$ cat config.mk
export PLATFORM = sky130hd
export DESIGN_NAME = cmplx_exec_ctrl_flat
export DESIGN_NICKNAME = d
export VERILOG_FILES = /design/src/rtl/cmplx_exec_ctrl_pkg.sv /design/src/rtl/cmplx_exec_ctrl_if.sv /design/src/rtl/cmplx_exec_ctrl_mul_seq.sv /design/src/rtl/cmplx_exec_ctrl.sv /design/src/flat_wrapper.sv
export SDC_FILE = /design/constraint.sdc
export NUM_CORES = 2
export LEC_CHECK = 0
export CAP_MARGIN = 40
export CORE_MARGIN = 2
export CORE_UTILIZATION = 35
export CTS_BUF_LIST = sky130_fd_sc_hd__clkbuf_8
export CTS_CLUSTER_SIZE = 28
export DETAILED_ROUTE_END_ITERATION = 10
export PLACE_DENSITY = 0.56
export SLEW_MARGIN = 40
export SYNTH_ARGS = -nofsm -noshare
export SYNTH_HDL_FRONTEND = slang
export SYNTH_SLANG_ARGS = --single-unit
$ cat constraint.sdc
create_clock -name clock -period 38.7 [get_ports clock]
set_input_delay 11.61 -clock clock [delete_from_list [all_inputs] [get_ports clock]]
set_output_delay 11.61 -clock clock [all_outputs]
set_load 0.01 [all_outputs]
$ cat src/rtl/cmplx_exec_ctrl_pkg.sv
// Shared widths, opcodes, bank write modes, FSM codes and the
// saturation helper for the complex execution controller.
package cmplx_pkg;

  localparam int DW_DEF  = 32;
  localparam int RIW_DEF = 4;
  localparam int AW      = 2 * DW_DEF;

  localparam logic [2:0] OP_ADD  = 3'b000;
  localparam logic [2:0] OP_SUB  = 3'b001;
  localparam logic [2:0] OP_MUL  = 3'b010;
  localparam logic [2:0] OP_CONJ = 3'b011;
  localparam logic [2:0] OP_SWAP = 3'b100;
  localparam logic [2:0] OP_MOVR = 3'b101;
  localparam logic [2:0] OP_MOVI = 3'b110;
  localparam logic [2:0] OP_NOP  = 3'b111;

  localparam logic [1:0] EW_BOTH = 2'b00;
  localparam logic [1:0] EW_REAL = 2'b10;
  localparam logic [1:0] EW_IMAG = 2'b01;
  localparam logic [1:0] EW_SWAP = 2'b11;

  localparam logic [2:0] ST_IDLE  = 3'd0;
  localparam logic [2:0] ST_READ  = 3'd1;
  localparam logic [2:0] ST_LATCH = 3'd2;
  localparam logic [2:0] ST_EXEC  = 3'd3;
  localparam logic [2:0] ST_WB    = 3'd4;

  // clamp a wide signed value into the signed w-bit range
  function automatic logic [AW-1:0] sat(
    input logic signed [AW-1:0] v,
    input int w
  );
    logic signed [AW-1:0] one;
    logic signed [AW-1:0] hi;
    logic signed [AW-1:0] lo;
    one = {{(AW-1){1'b0}}, 1'b1};
    hi  = (one <<< (w - 1)) - one;
    lo  = -(one <<< (w - 1));
    if (v > hi) return hi;
    if (v < lo) return lo;
    return v;
  endfunction

endpackage

$ cat src/rtl/cmplx_exec_ctrl_if.sv
// Instruction handshake plus register bank read/write port bundle.
// master = controller side, slave = instruction source and bank.
interface cmplx_exec_ctrl_if
  import cmplx_pkg::*;
#(
  parameter int DW  = DW_DEF,
  parameter int RIW = RIW_DEF
) ();

  logic            instr_valid;
  logic            instr_ready;
  logic [2:0]      instr_op;
  logic [RIW-1:0]  instr_dst;
  logic [RIW-1:0]  instr_srca;
  logic [RIW-1:0]  instr_srcb;
  logic            instr_cnsta;
  logic            instr_cnstb;
  logic            done;
  logic [2*DW-1:0] bank_outA;
  logic [2*DW-1:0] bank_outB;
  logic [RIW-1:0]  seloutA;
  logic [RIW-1:0]  seloutB;
  logic            cnstA;
  logic            cnstB;
  logic            enrregA;
  logic            enrregB;
  logic            regwen;
  logic [RIW-1:0]  selwreg;
  logic [1:0]      endwreg;
  logic [2*DW-1:0] inA;

  modport master (
    input  instr_valid, instr_op, instr_dst,
    input  instr_srca, instr_srcb,
    input  instr_cnsta, instr_cnstb,
    input  bank_outA, bank_outB,
    output instr_ready, done,
    output seloutA, seloutB, cnstA, cnstB,
    output enrregA, enrregB,
    output regwen, selwreg, endwreg, inA
  );

  modport slave (
    output instr_valid, instr_op, instr_dst,
    output instr_srca, instr_srcb,
    output instr_cnsta, instr_cnstb,
    output bank_outA, bank_outB,
    input  instr_ready, done,
    input  seloutA, seloutB, cnstA, cnstB,
    input  enrregA, enrregB,
    input  regwen, selwreg, endwreg, inA
  );

endinterface

$ cat src/rtl/cmplx_exec_ctrl_mul_seq.sv
// Sequential complex multiplier: one shared DWxDW product per cycle,
// order ArBr, AiBi, ArBi, AiBr; final imag sum is presented on o_done.
module cmplx_mul_seq
  import cmplx_pkg::*;
#(
  parameter int DW = DW_DEF
) (
  input  logic                   clock,
  input  logic                   reset,
  input  logic                   i_start,
  input  logic [2*DW-1:0]        i_a,
  input  logic [2*DW-1:0]        i_b,
  output logic                   o_busy,
  output logic                   o_done,
  output logic signed [2*DW-1:0] o_re,
  output logic signed [2*DW-1:0] o_im
);

  logic                   r_busy;
  logic [1:0]             r_step;
  logic [1:0]             w_step;
  logic [DW-1:0]          w_x;
  logic [DW-1:0]          w_y;
  logic signed [2*DW-1:0] w_p;
  logic signed [2*DW-1:0] r_accr;
  logic signed [2*DW-1:0] r_acci;

  assign w_step = r_busy ? r_step : 2'd0;

  always_comb begin
    w_x = i_a[2*DW-1:DW];
    w_y = i_b[2*DW-1:DW];
    unique case (w_step)
      2'd0: begin
        w_x = i_a[2*DW-1:DW];
        w_y = i_b[2*DW-1:DW];
      end
      2'd1: begin
        w_x = i_a[DW-1:0];
        w_y = i_b[DW-1:0];
      end
      2'd2: begin
        w_x = i_a[2*DW-1:DW];
        w_y = i_b[DW-1:0];
      end
      default: begin
        w_x = i_a[DW-1:0];
        w_y = i_b[2*DW-1:DW];
      end
    endcase
  end

  // sign-extended operands: low 2*DW bits equal the signed product
  assign w_p = {{DW{w_x[DW-1]}}, w_x}
             * {{DW{w_y[DW-1]}}, w_y};

  always_ff @(posedge clock) begin
    if (reset) begin
      r_busy <= 1'b0;
      r_step <= 2'd0;
      r_accr <= '0;
      r_acci <= '0;
    end else if (i_start || r_busy) begin
      r_step <= w_step + 2'd1;
      r_busy <= (w_step != 2'd3);
      unique case (w_step)
        2'd0:    r_accr <= w_p;
        2'd1:    r_accr <= r_accr - w_p;
        2'd2:    r_acci <= w_p;
        default: r_acci <= r_acci + w_p;
      endcase
    end
  end

  assign o_busy = r_busy;
  assign o_done = r_busy && (r_step == 2'd3);
  assign o_re   = r_accr;
  assign o_im   = r_acci + w_p;

endmodule

$ cat src/rtl/cmplx_exec_ctrl.sv
// Complex instruction controller for the 16x64 register bank.
// Define CMPLX_SAT_EN to saturate ADD/SUB/MUL/CONJ results.
module cmplx_exec_ctrl
  import cmplx_pkg::*;
#(
  parameter int DW  = DW_DEF,
  parameter int RIW = RIW_DEF
) (
  input  logic              clock,
  input  logic              reset,
  cmplx_exec_ctrl_if.master bus
);

  logic [2:0]             r_state;
  logic [2:0]             r_op;
  logic [RIW-1:0]         r_dst;
  logic                   r_ready;
  logic                   r_done;
  logic                   r_enA;
  logic                   r_enB;
  logic                   r_cA;
  logic                   r_cB;
  logic [RIW-1:0]         r_selA;
  logic [RIW-1:0]         r_selB;
  logic                   r_wen;
  logic [RIW-1:0]         r_selw;
  logic [1:0]             r_ew;
  logic [2*DW-1:0]        r_inA;
  logic [2*DW-1:0]        r_opa;
  logic [2*DW-1:0]        r_opb;

  logic                   w_mstart;
  logic                   w_mbusy;
  logic                   w_mdone;
  logic signed [2*DW-1:0] w_mre;
  logic signed [2*DW-1:0] w_mim;
  logic signed [2*DW-1:0] w_ar;
  logic signed [2*DW-1:0] w_ai;
  logic signed [2*DW-1:0] w_br;
  logic signed [2*DW-1:0] w_bi;
  logic [2*DW-1:0]        w_wdata;
  logic [1:0]             w_ew;

  function automatic logic [DW-1:0] fit(
    input logic signed [2*DW-1:0] v
  );
`ifdef CMPLX_SAT_EN
    logic [AW-1:0] s;
    s = sat(AW'(v), DW);
    return s[DW-1:0];
`else
    return v[DW-1:0];
`endif
  endfunction

  assign w_ar = {{DW{r_opa[2*DW-1]}}, r_opa[2*DW-1:DW]};
  assign w_ai = {{DW{r_opa[DW-1]}}, r_opa[DW-1:0]};
  assign w_br = {{DW{r_opb[2*DW-1]}}, r_opb[2*DW-1:DW]};
  assign w_bi = {{DW{r_opb[DW-1]}}, r_opb[DW-1:0]};

  assign w_mstart = (r_state == ST_EXEC)
                 && (r_op == OP_MUL) && !w_mbusy;

  cmplx_mul_seq #(.DW(DW)) u_mul (
    .clock   (clock),
    .reset   (reset),
    .i_start (w_mstart),
    .i_a     (r_opa),
    .i_b     (r_opb),
    .o_busy  (w_mbusy),
    .o_done  (w_mdone),
    .o_re    (w_mre),
    .o_im    (w_mim)
  );

  always_comb begin
    w_wdata = '0;
    w_ew    = EW_BOTH;
    unique case (r_op)
      OP_ADD:  w_wdata = {fit(w_ar + w_br), fit(w_ai + w_bi)};
      OP_SUB:  w_wdata = {fit(w_ar - w_br), fit(w_ai - w_bi)};
      OP_MUL:  w_wdata = {fit(w_mre), fit(w_mim)};
      OP_CONJ: w_wdata = {fit(w_ar), fit(-w_ai)};
      OP_SWAP: begin
        w_wdata = r_opa;
        w_ew    = EW_SWAP;
      end
      OP_MOVR: begin
        w_wdata = r_opa;
        w_ew    = EW_REAL;
      end
      OP_MOVI: begin
        w_wdata = r_opa;
        w_ew    = EW_IMAG;
      end
      default: w_wdata = '0;
    endcase
  end

  always_ff @(posedge clock) begin
    if (reset) begin
      r_state <= ST_IDLE;
      r_op    <= '0;
      r_dst   <= '0;
      r_ready <= 1'b0;
      r_done  <= 1'b0;
      r_enA   <= 1'b0;
      r_enB   <= 1'b0;
      r_cA    <= 1'b0;
      r_cB    <= 1'b0;
      r_selA  <= '0;
      r_selB  <= '0;
      r_wen   <= 1'b0;
      r_selw  <= '0;
      r_ew    <= '0;
      r_inA   <= '0;
      r_opa   <= '0;
      r_opb   <= '0;
    end else begin
      unique case (r_state)
        ST_IDLE: begin
          if (bus.instr_valid && r_ready) begin
            r_ready <= 1'b0;
            r_op    <= bus.instr_op;
            r_dst   <= bus.instr_dst;
            r_selA  <= bus.instr_srca;
            r_selB  <= bus.instr_srcb;
            r_cA    <= bus.instr_cnsta;
            r_cB    <= bus.instr_cnstb;
            r_enA   <= 1'b1;
            r_enB   <= 1'b1;
            r_state <= ST_READ;
          end else begin
            r_ready <= 1'b1;
          end
        end
        ST_READ: begin
          r_enA   <= 1'b0;
          r_enB   <= 1'b0;
          r_selA  <= '0;
          r_selB  <= '0;
          r_cA    <= 1'b0;
          r_cB    <= 1'b0;
          r_state <= ST_LATCH;
        end
        ST_LATCH: begin
          r_opa   <= bus.bank_outA;
          r_opb   <= bus.bank_outB;
          r_state <= ST_EXEC;
        end
        ST_EXEC: begin
          if ((r_op != OP_MUL) || w_mdone) begin
            r_wen   <= (r_op != OP_NOP);
            r_selw  <= r_dst;
            r_ew    <= w_ew;
            r_inA   <= w_wdata;
            r_done  <= 1'b1;
            r_state <= ST_WB;
          end
        end
        ST_WB: begin
          r_wen   <= 1'b0;
          r_done  <= 1'b0;
          r_selw  <= '0;
          r_ew    <= '0;
          r_inA   <= '0;
          r_ready <= 1'b1;
          r_state <= ST_IDLE;
        end
        default: r_state <= ST_IDLE;
      endcase
    end
  end

  assign bus.instr_ready = r_ready;
  assign bus.done        = r_done;
  assign bus.seloutA     = r_selA;
  assign bus.seloutB     = r_selB;
  assign bus.cnstA       = r_cA;
  assign bus.cnstB       = r_cB;
  assign bus.enrregA     = r_enA;
  assign bus.enrregB     = r_enB;
  assign bus.regwen      = r_wen;
  assign bus.selwreg     = r_selw;
  assign bus.endwreg     = r_ew;
  assign bus.inA         = r_inA;

endmodule
$ cat src/flat_wrapper.sv
// flat-port wrapper written by rule: the top's interface ports become plain ports
module cmplx_exec_ctrl_flat import cmplx_pkg::*;
#(
  parameter int DW  = DW_DEF,
  parameter int RIW = RIW_DEF
)
  (clock, reset, bus_instr_valid, bus_instr_op, bus_instr_dst, bus_instr_srca, bus_instr_srcb, bus_instr_cnsta, bus_instr_cnstb, bus_bank_outA, bus_bank_outB, bus_instr_ready, bus_done, bus_seloutA, bus_seloutB, bus_cnstA, bus_cnstB, bus_enrregA, bus_enrregB, bus_regwen, bus_selwreg, bus_endwreg, bus_inA);
  cmplx_exec_ctrl_if #(.DW(DW), .RIW(RIW)) bus_i ();
  input  logic clock;
  input  logic reset;
  input wire logic [$bits(bus_i.instr_valid)-1:0] bus_instr_valid;
  input wire logic [$bits(bus_i.instr_op)-1:0] bus_instr_op;
  input wire logic [$bits(bus_i.instr_dst)-1:0] bus_instr_dst;
  input wire logic [$bits(bus_i.instr_srca)-1:0] bus_instr_srca;
  input wire logic [$bits(bus_i.instr_srcb)-1:0] bus_instr_srcb;
  input wire logic [$bits(bus_i.instr_cnsta)-1:0] bus_instr_cnsta;
  input wire logic [$bits(bus_i.instr_cnstb)-1:0] bus_instr_cnstb;
  input wire logic [$bits(bus_i.bank_outA)-1:0] bus_bank_outA;
  input wire logic [$bits(bus_i.bank_outB)-1:0] bus_bank_outB;
  output wire logic [$bits(bus_i.instr_ready)-1:0] bus_instr_ready;
  output wire logic [$bits(bus_i.done)-1:0] bus_done;
  output wire logic [$bits(bus_i.seloutA)-1:0] bus_seloutA;
  output wire logic [$bits(bus_i.seloutB)-1:0] bus_seloutB;
  output wire logic [$bits(bus_i.cnstA)-1:0] bus_cnstA;
  output wire logic [$bits(bus_i.cnstB)-1:0] bus_cnstB;
  output wire logic [$bits(bus_i.enrregA)-1:0] bus_enrregA;
  output wire logic [$bits(bus_i.enrregB)-1:0] bus_enrregB;
  output wire logic [$bits(bus_i.regwen)-1:0] bus_regwen;
  output wire logic [$bits(bus_i.selwreg)-1:0] bus_selwreg;
  output wire logic [$bits(bus_i.endwreg)-1:0] bus_endwreg;
  output wire logic [$bits(bus_i.inA)-1:0] bus_inA;
  assign bus_i.instr_valid = bus_instr_valid;
  assign bus_i.instr_op = bus_instr_op;
  assign bus_i.instr_dst = bus_instr_dst;
  assign bus_i.instr_srca = bus_instr_srca;
  assign bus_i.instr_srcb = bus_instr_srcb;
  assign bus_i.instr_cnsta = bus_instr_cnsta;
  assign bus_i.instr_cnstb = bus_instr_cnstb;
  assign bus_i.bank_outA = bus_bank_outA;
  assign bus_i.bank_outB = bus_bank_outB;
  assign bus_instr_ready = bus_i.instr_ready;
  assign bus_done = bus_i.done;
  assign bus_seloutA = bus_i.seloutA;
  assign bus_seloutB = bus_i.seloutB;
  assign bus_cnstA = bus_i.cnstA;
  assign bus_cnstB = bus_i.cnstB;
  assign bus_enrregA = bus_i.enrregA;
  assign bus_enrregB = bus_i.enrregB;
  assign bus_regwen = bus_i.regwen;
  assign bus_selwreg = bus_i.selwreg;
  assign bus_endwreg = bus_i.endwreg;
  assign bus_inA = bus_i.inA;
  cmplx_exec_ctrl #(.DW(DW), .RIW(RIW)) u_core (.clock(clock), .reset(reset), .bus(bus_i));
endmodule
==> reports/metrics.cfg <==
[worst_setup_path]
path_max_fanout = 3
critPathBufInv = 1
crit_path_end_kind = output port
critPathSlowestCell = clkdlybuf4s50_1
worst-endpoint-arrival_ns = 1.74
critical_path_required_ns = 27.09
cp_cell_sequence = clkdlybuf4s50_1
cp-start-kind = register
worstSetupPathType = register to output port
slowest_delay_ns = 0.59
crit_family = buffers and inverters

[finish]
post-route-util = 0.4019
post_route_cells_drive_above_1_share = 0.05212
num-nets-final = 5654
instances_no_fill = 6238
area_growth_pct = 13.56

[grt]
grt_first_pass_wirelength_um = 208400
grt_antenna_before_repair = 2
grt_pass1_vias = 32240
grt_max_degree = 104
overflow = 0
grt_use_total = 0.2585

[placement]
dp_slack_ns = 24.79
hpwl_um = 112400
dp.cells = 6140
port_buffers = 232
place_congestion = 0.9802

[timing]
hold_ws_ns = 0.4511
setup_viol = 0
period_needed_ns = 13.35
rsz0062_at_grt = no
worst_pin_slew_ns = 0.8648
post-route-period-util = 0.3449
drv_slew = 0
skew_ns = 0.05192
fin_tns_setup_ns = 0
fmax_ghz = 0.07492
max-slew-margin-rel = 0.4070
hold_violations = 0
fin_ws_ns = 25.35

[pwr]
ir_drop_v = 0.00003552
p_leak_nw = 18.60
powerDensity_nw_per_um2 = 30.41

[floorplanning]
fp.dieH_um = 328.0
num_rows = 118
core-area_um2 = 103800
io_pins = 233
fp.dieW_um = 328.0
dieArea_um2 = 107600
initial_core_util = 0.3539

[logic_synthesis]
yosys.area.top_type = fa_1
ys_seq_elements = 289
syn-num-nets = 5524
yosys_most_used_dff = dfxtp_1
synth_edf_count = 0
async_flop_share = 0
yosysWarnings = 0
yosysSeqAreaShare = 0.1575
synth_top_area_frac = 0.2245
syn_inst = 4684
synthDistinctLibCells = 91
synth_area_um2 = 36730
synth_area_leaders = fa_1 (22%), dfxtp_1 (16%), ha_1 (9.5%)
syn_avg_cell_area_um2 = 7.842

[clocking]
cts_setup_buffers = 0
clockBufferDepth = 3
root_buffer = clkbuf_8
cts_sinks = 289
cts_max_level = 2
clk_pin_slew_ns = 0.07
hold_buffers = 0
clk_latency_ns = 0.69
cts_tree = yes
numCtsBuffers = 52
post_cts_resized = 0

[drt]
routed_via_density = 5.408
postRouteWirelength_um = 140400
first_pass_iters = 6
final_antenna_net_count = 0
drt_iter0_markers = 3461
drc = 0
avgRoutedWirePerCell_um = 22.50
vias = 33730

[min_path]
min_path_type = register to register

[run_status]
status = finished, final reports clean

[run]
drv_cap = 0

==> routing by layer <==
layer,vias up,track usage,routed length [µm]
met5,-,0,13
met4,2,0.09553,5613
met3,243,0.04191,11210
met2,1381,0.4053,62890
met1,16480,0.3574,60650
li1,15630,-,-
==> synthesized netlist by cell type, types with 14 or more instances <==
master	n
a22oi_1	21
mux2i_1	68
a311oi_1	15
xor2_1	85
nand2b_1	33
o211ai_1	29
and3_1	14
dfxtp_1	289
and2_1	20
a211oi_1	43
a222oi_1	17
clkbuf_1	195
o21ai_0	187
xnor2_1	147
mux2_2	42
o31ai_1	26
nand3_1	57
fa_1	412
a21o_1	76
nor2_1	525
nor4_1	14
buf_1	20
inv_1	600
a21oi_1	394
nand2_1	704
ha_1	280
nor3_1	55
o21a_1	22
nor2b_1	29
o22ai_1	18
a31oi_1	21
==> cell families (layout without fill, tap and decap cells) <==
group	after synthesis	count (layout)	share of synthesized area
AO/OA/AOI/OAI	984	984	0.1653
XOR/XNOR	240	240	0.05992
adder cells (fa/ha/maj)	692	692	0.3199
buffers and inverters	831	1001	0.08662
flip-flops	289	289	0.1575
multiplexers	122	122	0.03634
other	0	4	0
AND/OR/NAND/NOR	1526	1526	0.1744
==> final cells by class <==
class	count	area, µm²
diodes	4	10.01
flip-flops and latches	289	5786
multi-input cells	3564	27880
clock buffers	64	880.8
fillers	10700	62080
repair buffers	303	2879
clock inverters	30	279.0
inverters	604	2272
well taps	1380	1727
==> registers in the layout, summed over array words and instances, names as in the netlist, 2 cells and up <==
register             count
u_core.bus.endwreg       2
u_core.bus.inA          64
u_core.bus.seloutA       4
u_core.bus.seloutB       4
u_core.bus.selwreg       4
u_core.r_dst             4
u_core.r_op              3
u_core.r_opa            64
u_core.r_opb            64
u_core.r_state           3
u_core.u_mul.o_re       32
u_core.u_mul.r_acci     32
u_core.u_mul.r_step      2
==> worst paths after layout <==
path	to	cells after the start	startpoint	slack (ns)
setup reg to reg	u_core.bus.inA[31]$_SDFFE_PP0P_	41	u_core.u_mul.o_busy$_SDFFE_PP0P_	25.59
setup / recovery	bus_inA[18]	1	u_core.bus.inA[18]$_SDFFE_PP0P_	25.35
hold / removal	u_core.bus.selwreg[1]$_SDFFE_PP0P_	2	u_core.r_dst[1]$_SDFFE_PP0P_	0.45
hold reg to reg	u_core.bus.selwreg[1]$_SDFFE_PP0P_	2	u_core.r_dst[1]$_SDFFE_PP0P_	0.45
==> where the power goes <==
part           leakage (nW)  switching [mW]  internal (mW)  total, mW
Combinational          15.6           0.378          0.225      0.603
Clock                 0.643           0.143          0.183      0.327
Sequential             2.34          0.0298          0.309      0.339
Total                  18.6           0.551          0.718       1.27
==> placed cells by master (no fill, tap or decap), types with 76 or more instances in the layout <==
| cell | instances |
|---|---|
| nand2_1 | 703 |
| o21ai_0 | 187 |
| dfxtp_1 | 289 |
| a21o_1 | 76 |
| clkdlybuf4s50_1 | 231 |
| fa_1 | 412 |
| xor2_1 | 84 |
| xnor2_1 | 147 |
| inv_1 | 613 |
| ha_1 | 279 |
| nor2_1 | 521 |
| a21oi_1 | 393 |
==> per-stage QoR <==
stage                     power (mW)  area [µm²]
after global routing           1.334       41710
after floorplan               0.7306       36730
final                          1.268       41710
after global placement        0.9333       40500
after CTS                      1.263       41690
after detailed placement      0.9355       40530
Note: power is estimated with default switching activity, not from simulation.
